`src/rtl/pwm_compare_stage.sv`:
```
// PWM compare stage: compares an upstream modulo-PERIOD count against a double-buffered
// duty value and emits whole PWM periods only, with start/stop sequencing.
module pwm_compare_stage #(
  parameter int WIDTH  = 4,
  parameter int PERIOD = 16
) (
  input  logic             C,
  input  logic             CLR,
  input  logic             EN,
  input  logic [WIDTH-1:0] CNT,
  input  logic [WIDTH:0]   DUTY,
  input  logic             DUTY_LD,
  output logic             DUTY_ACK,
  output logic             PWM,
  output logic             WRAP,
  output logic             BUSY
);

  localparam logic [WIDTH-1:0] LAST_CNT = WIDTH'(PERIOD - 1);
  localparam logic [WIDTH:0]   DUTY_MAX = (WIDTH+1)'(PERIOD);

  typedef enum logic [1:0] {
    S_OFF   = 2'd0,
    S_ARM   = 2'd1,
    S_RUN   = 2'd2,
    S_DRAIN = 2'd3
  } state_t;

  state_t         state_r;
  logic [WIDTH:0] duty_act_r;
  logic [WIDTH:0] duty_pend_r;
  logic           pend_r;

  logic           last_s;
  logic           emit_s;
  logic           xfer_s;
  logic [WIDTH:0] duty_clamp_s;

  function automatic logic [WIDTH:0] clamp_duty(input logic [WIDTH:0] d);
    logic [WIDTH:0] r;
    if (d > DUTY_MAX) begin
      r = DUTY_MAX;
    end else begin
      r = d;
    end
    return r;
  endfunction

  // Period boundary, emitting-state and duty transfer-point decode
  always_comb begin
    last_s       = (CNT == LAST_CNT);
    emit_s       = (state_r == S_RUN) || (state_r == S_DRAIN);
    xfer_s       = last_s || (state_r == S_OFF);
    duty_clamp_s = clamp_duty(DUTY);
  end

  // Start/stop sequencer; BUSY is registered alongside the state it describes
  always_ff @(posedge C) begin
    if (CLR) begin
      state_r <= S_OFF;
      BUSY    <= 1'b0;
    end else begin
      case (state_r)
        S_OFF: begin
          if (EN) begin
            state_r <= S_ARM;
            BUSY    <= 1'b1;
          end else begin
            state_r <= S_OFF;
            BUSY    <= 1'b0;
          end
        end
        S_ARM: begin
          if (last_s && EN) begin
            state_r <= S_RUN;
            BUSY    <= 1'b1;
          end else if (last_s) begin
            state_r <= S_OFF;
            BUSY    <= 1'b0;
          end else begin
            state_r <= S_ARM;
            BUSY    <= 1'b1;
          end
        end
        S_RUN: begin
          if (!EN) begin
            state_r <= S_DRAIN;
          end else begin
            state_r <= S_RUN;
          end
          BUSY <= 1'b1;
        end
        S_DRAIN: begin
          if (EN) begin
            state_r <= S_RUN;
            BUSY    <= 1'b1;
          end else if (last_s) begin
            state_r <= S_OFF;
            BUSY    <= 1'b0;
          end else begin
            state_r <= S_DRAIN;
            BUSY    <= 1'b1;
          end
        end
        default: begin
          state_r <= S_OFF;
          BUSY    <= 1'b0;
        end
      endcase
    end
  end

  // PWM and WRAP sample the pre-edge count, so they trail CNT by one cycle
  always_ff @(posedge C) begin
    if (CLR) begin
      PWM  <= 1'b0;
      WRAP <= 1'b0;
    end else begin
      PWM  <= emit_s && ({1'b0, CNT} < duty_act_r);
      WRAP <= emit_s && last_s;
    end
  end

  // Duty double buffer: a load at a transfer point goes straight to the active register
  always_ff @(posedge C) begin
    if (CLR) begin
      duty_act_r  <= '0;
      duty_pend_r <= '0;
      pend_r      <= 1'b0;
      DUTY_ACK    <= 1'b0;
    end else if (xfer_s && DUTY_LD) begin
      duty_act_r <= duty_clamp_s;
      pend_r     <= 1'b0;
      DUTY_ACK   <= 1'b1;
    end else if (xfer_s && pend_r) begin
      duty_act_r <= duty_pend_r;
      pend_r     <= 1'b0;
      DUTY_ACK   <= 1'b1;
    end else if (DUTY_LD) begin
      duty_pend_r <= duty_clamp_s;
      pend_r      <= 1'b1;
      DUTY_ACK    <= 1'b0;
    end else begin
      DUTY_ACK <= 1'b0;
    end
  end

endmodule

```
`config.mk`:
```
export PLATFORM = sky130hd
export DESIGN_NAME = pwm_compare_stage
export DESIGN_NICKNAME = d
export VERILOG_FILES = /design/src/rtl/pwm_compare_stage.sv
export SDC_FILE = /design/constraint.sdc
export NUM_CORES = 1
export LEC_CHECK = 0
export ABC_AREA = 1
export CAP_MARGIN = 20
export CORE_MARGIN = 5
export CORE_UTILIZATION = 30
export DETAILED_ROUTE_END_ITERATION = 7
export PLACE_DENSITY = 0.51
export SYNTH_ARGS = -nofsm -noshare
export SYNTH_HDL_FRONTEND = slang
export SYNTH_SLANG_ARGS = --single-unit
```
`constraint.sdc`:
```
create_clock -name C -period 1.5 [get_ports C]
set_input_delay 0.3 -clock C [delete_from_list [all_inputs] [get_ports C]]
set_output_delay 0.3 -clock C [all_outputs]
set_load 0.05 [all_outputs]
```
==> results_dict.tcl <==
set metrics [dict create \
    hold_path.class "reg2reg" \
    rows 18 \
    worstPathArrival_ps 1600 \
    ant_nets 0 \
    yosys_warnings 0 \
    finalHoldViolCount 0 \
    final_util 0.449 \
    highest_layer "met4" \
    wl_met3_microns 113 \
    worst_hold_startpoint "duty_pend_r[3]$_SDFFE_PP0P_" \
    antenna_found_initial 0 \
    fin_ws_ps 134 \
    path_max_fanout 5 \
    fmax_mhz 732 \
    r2r-start "state_r[1]$_SDFF_PP0_" \
    setup_violations 0 \
    vias_per_cell 4.47 \
    p_clk_frac 0.261 \
    max_cap_violations 0 \
    fp.dieW_microns 62.0 \
    cts-buffers-inserted 3 \
    path_common_cell "nand2_1" \
    start_util 0.322 \
    powerDensity_mw_per_mm2 853 \
    die-area_sq_mm 0.00385 \
    synth_top_area_frac 0.419 \
    cts_hold_buf 0 \
    diodes 0 \
    period_share 0.910 \
    pwr-share-seq 0.504 \
    wl_per_cell_microns 10.3 \
    final_cell_mix "nand2_1, inv_1, dfxtp_1" \
    cts_buffer_depth 2 \
    crit_type "in2reg" \
    cellLeakagePower_nw 0.524 \
    worstSkewPairLatency_ps 300 \
    yosysTopAreaCell "dfxtp_1" \
    drv_slew 0 \
    slowest_delay_ps 530 \
    met2_length_microns 845 \
    syn_inst 118 \
    crit_path_end_kind "flip-flop" \
    clk_pin_slew_ps 100 \
    grt_pass1_vias 797 \
    start_kind "input pin" \
    drc_errors 0 \
    yosys-top-cells-area "dfxtp_1, nand2_1, inv_1" \
    core_sq_mm 0.00252 \
    routed_wl_microns 1810 \
    skew_ps 8.33 \
    postSynthAreaPerCell_sq_um 6.88 \
    gr-total-overflow 0 \
    die_height_microns 62.0 \
    nets 163 \
    cts_tree "done" \
    final_common_cell "nand2_1" \
    hold_end "duty_pend_r[3]$_SDFFE_PP0P_" \
    syn_to_final_growth_pct 39.4 \
    grt_first_pass_wirelength_microns 3160 \
    met1_length_microns 803 \
    worstPathRequired_ps 1740 \
    dr.pass1.iters 4 \
    synth.net_count 134 \
    initialDrtViolationCount 22 \
    whs_path_depth 2 \
    track_usage 0.114 \
    switching_share 0.288 \
    vias 787 \
    finalCriticalPeriod_ps 1370 \
    synth_seq_cells 17 \
    ir_drop_v 0.000411 \
    p_sw_w 0.000278 \
    worstMarginPinSlew_ps 307 \
    crit_chain "clkdlybuf4s50_1 -> nand2_1 -> o21ai_4 -> nand2_1 -> nand2_1 -> nand2_1 -> a21oi_1" \
    cts_max_level 1 \
    p_comb_frac 0.235 \
    io_buffer_count 16 \
    status "finished clean" \
    cts_resized 0 \
    layout-drive-gt1-share 0.144 \
    cts_sinks 17 \
    p_total_w 0.000966 \
    r2r_cells 6 \
    dp_hpwl_microns 1450 \
    postCtsSetupRepairBufs 0 \
    gp_congestion 0.779 \
    r2r-end "duty_pend_r[1]$_SDFFE_PP0P_" \
    num-fill-cells 256 \
    ioPinCount 17 \
    grt_max_degree 10 \
    syn_area_sq_um 812 \
    intPower_w 0.000688 \
    rrSetupSlack_ps 280 \
    max_slew_margin 0.795 \
    ys_types 19 \
    startpoint "CNT[3]" \
    cts_root_buffer "clkbuf_4" \
    place_worst_setup_slack_ps -187 \
    cp_slowest_cell "clkdlybuf4s50_1" \
    seq_area_frac_synth 0.419 \
    rsz0062_at_grt "false" \
]
## sequential cells by signal, indices dropped and copies added, names as in the netlist
signal       cells
duty_pend_r      5
state_r          2
duty_act_r       5
DUTY_ACK         1
BUSY             1
PWM              1
pend_r           1
WRAP             1
## cell usage after synthesis
cell      number
a211oi_1       1
a21oi_1       10
nand2_2        1
or2_2          1
nand2_1       45
inv_1         18
o211ai_1       1
clkinv_1       1
buf_6          1
dfxtp_1       17
nor3_1         1
nand4_1        1
or2_4          1
o21ai_0        3
nor2_1        10
o21ai_4        1
nand2_4        1
ha_1           3
nand3_1        1
## worst max path at each step
stage,endpoint,slack (ps)
floorplan,PWM$_SDFF_PP0_,420
global placement,duty_act_r[4]$_SDFFE_PP0P_,-150
detailed placement,duty_act_r[4]$_SDFFE_PP0P_,-190
CTS,duty_pend_r[1]$_SDFFE_PP0P_,140
global route,duty_act_r[4]$_SDFFE_PP0P_,2
finish,duty_act_r[4]$_SDFFE_PP0P_,130
## metal layers
layer | vias up | track usage
met5 | - | 0
met4 | 0 | 0.0636
met3 | 5 | 0.0310
met2 | 17 | 0.188
met1 | 349 | 0.133
li1 | 416 | -
## cell type report
class | instances | area [sq um] | area share
Timing Repair Buffer | 25 | 268 | 0.236
Multi-Input combinational cell | 81 | 389 | 0.344
Sequential cell | 17 | 340 | 0.301
Tap cell | 30 | 37.5 | 0.0331
Inverter | 19 | 71.3 | 0.0630
Clock buffer | 4 | 26.3 | 0.0232
## through the flow
stage | hold slack [ps] | std cells | TNS, ps | area, sq um
after floorplan | 369 | 118 | 0 | 812
final | 465 | 176 | 0 | 1130
after global routing | 488 | 176 | 0 | 1130
after detailed placement | 455 | 172 | -1850 | 1110
after global placement | 450 | 172 | -1440 | 1110
after CTS | 468 | 176 | 0 | 1130
## worst max-delay path, delay by kind of cell
family | cells | cell delay (ps)
compound gates | 2 | 350
simple gates | 4 | 420
buf+inv | 1 | 530
## power by group through the flow
stage / registers, W / clock network, W / logic (W)
2_1_floorplan: 0.000508 / 0 / 0.000115
3_3_place_gp: 0.000497 / 0 / 0.000228
3_5_place_dp: 0.000498 / 0 / 0.000228
4_1_cts: 0.000487 / 0.000270 / 0.000230
5_1_grt: 0.000490 / 0.000282 / 0.000259
6_report: 0.000487 / 0.000252 / 0.000227
## logic make-up (layout without fill, tap and decap cells)
logic type,Yosys count,count (layout),share of synthesized area
and+or+nand+nor,62,62,0.314
buffers and inverters,20,48,0.102
DFF,17,17,0.419
AOI/OAI and AO/OA,16,16,0.119
adders and majority gates,3,3,0.0462
No activity file was read; power rests on OpenSTA's default activity.
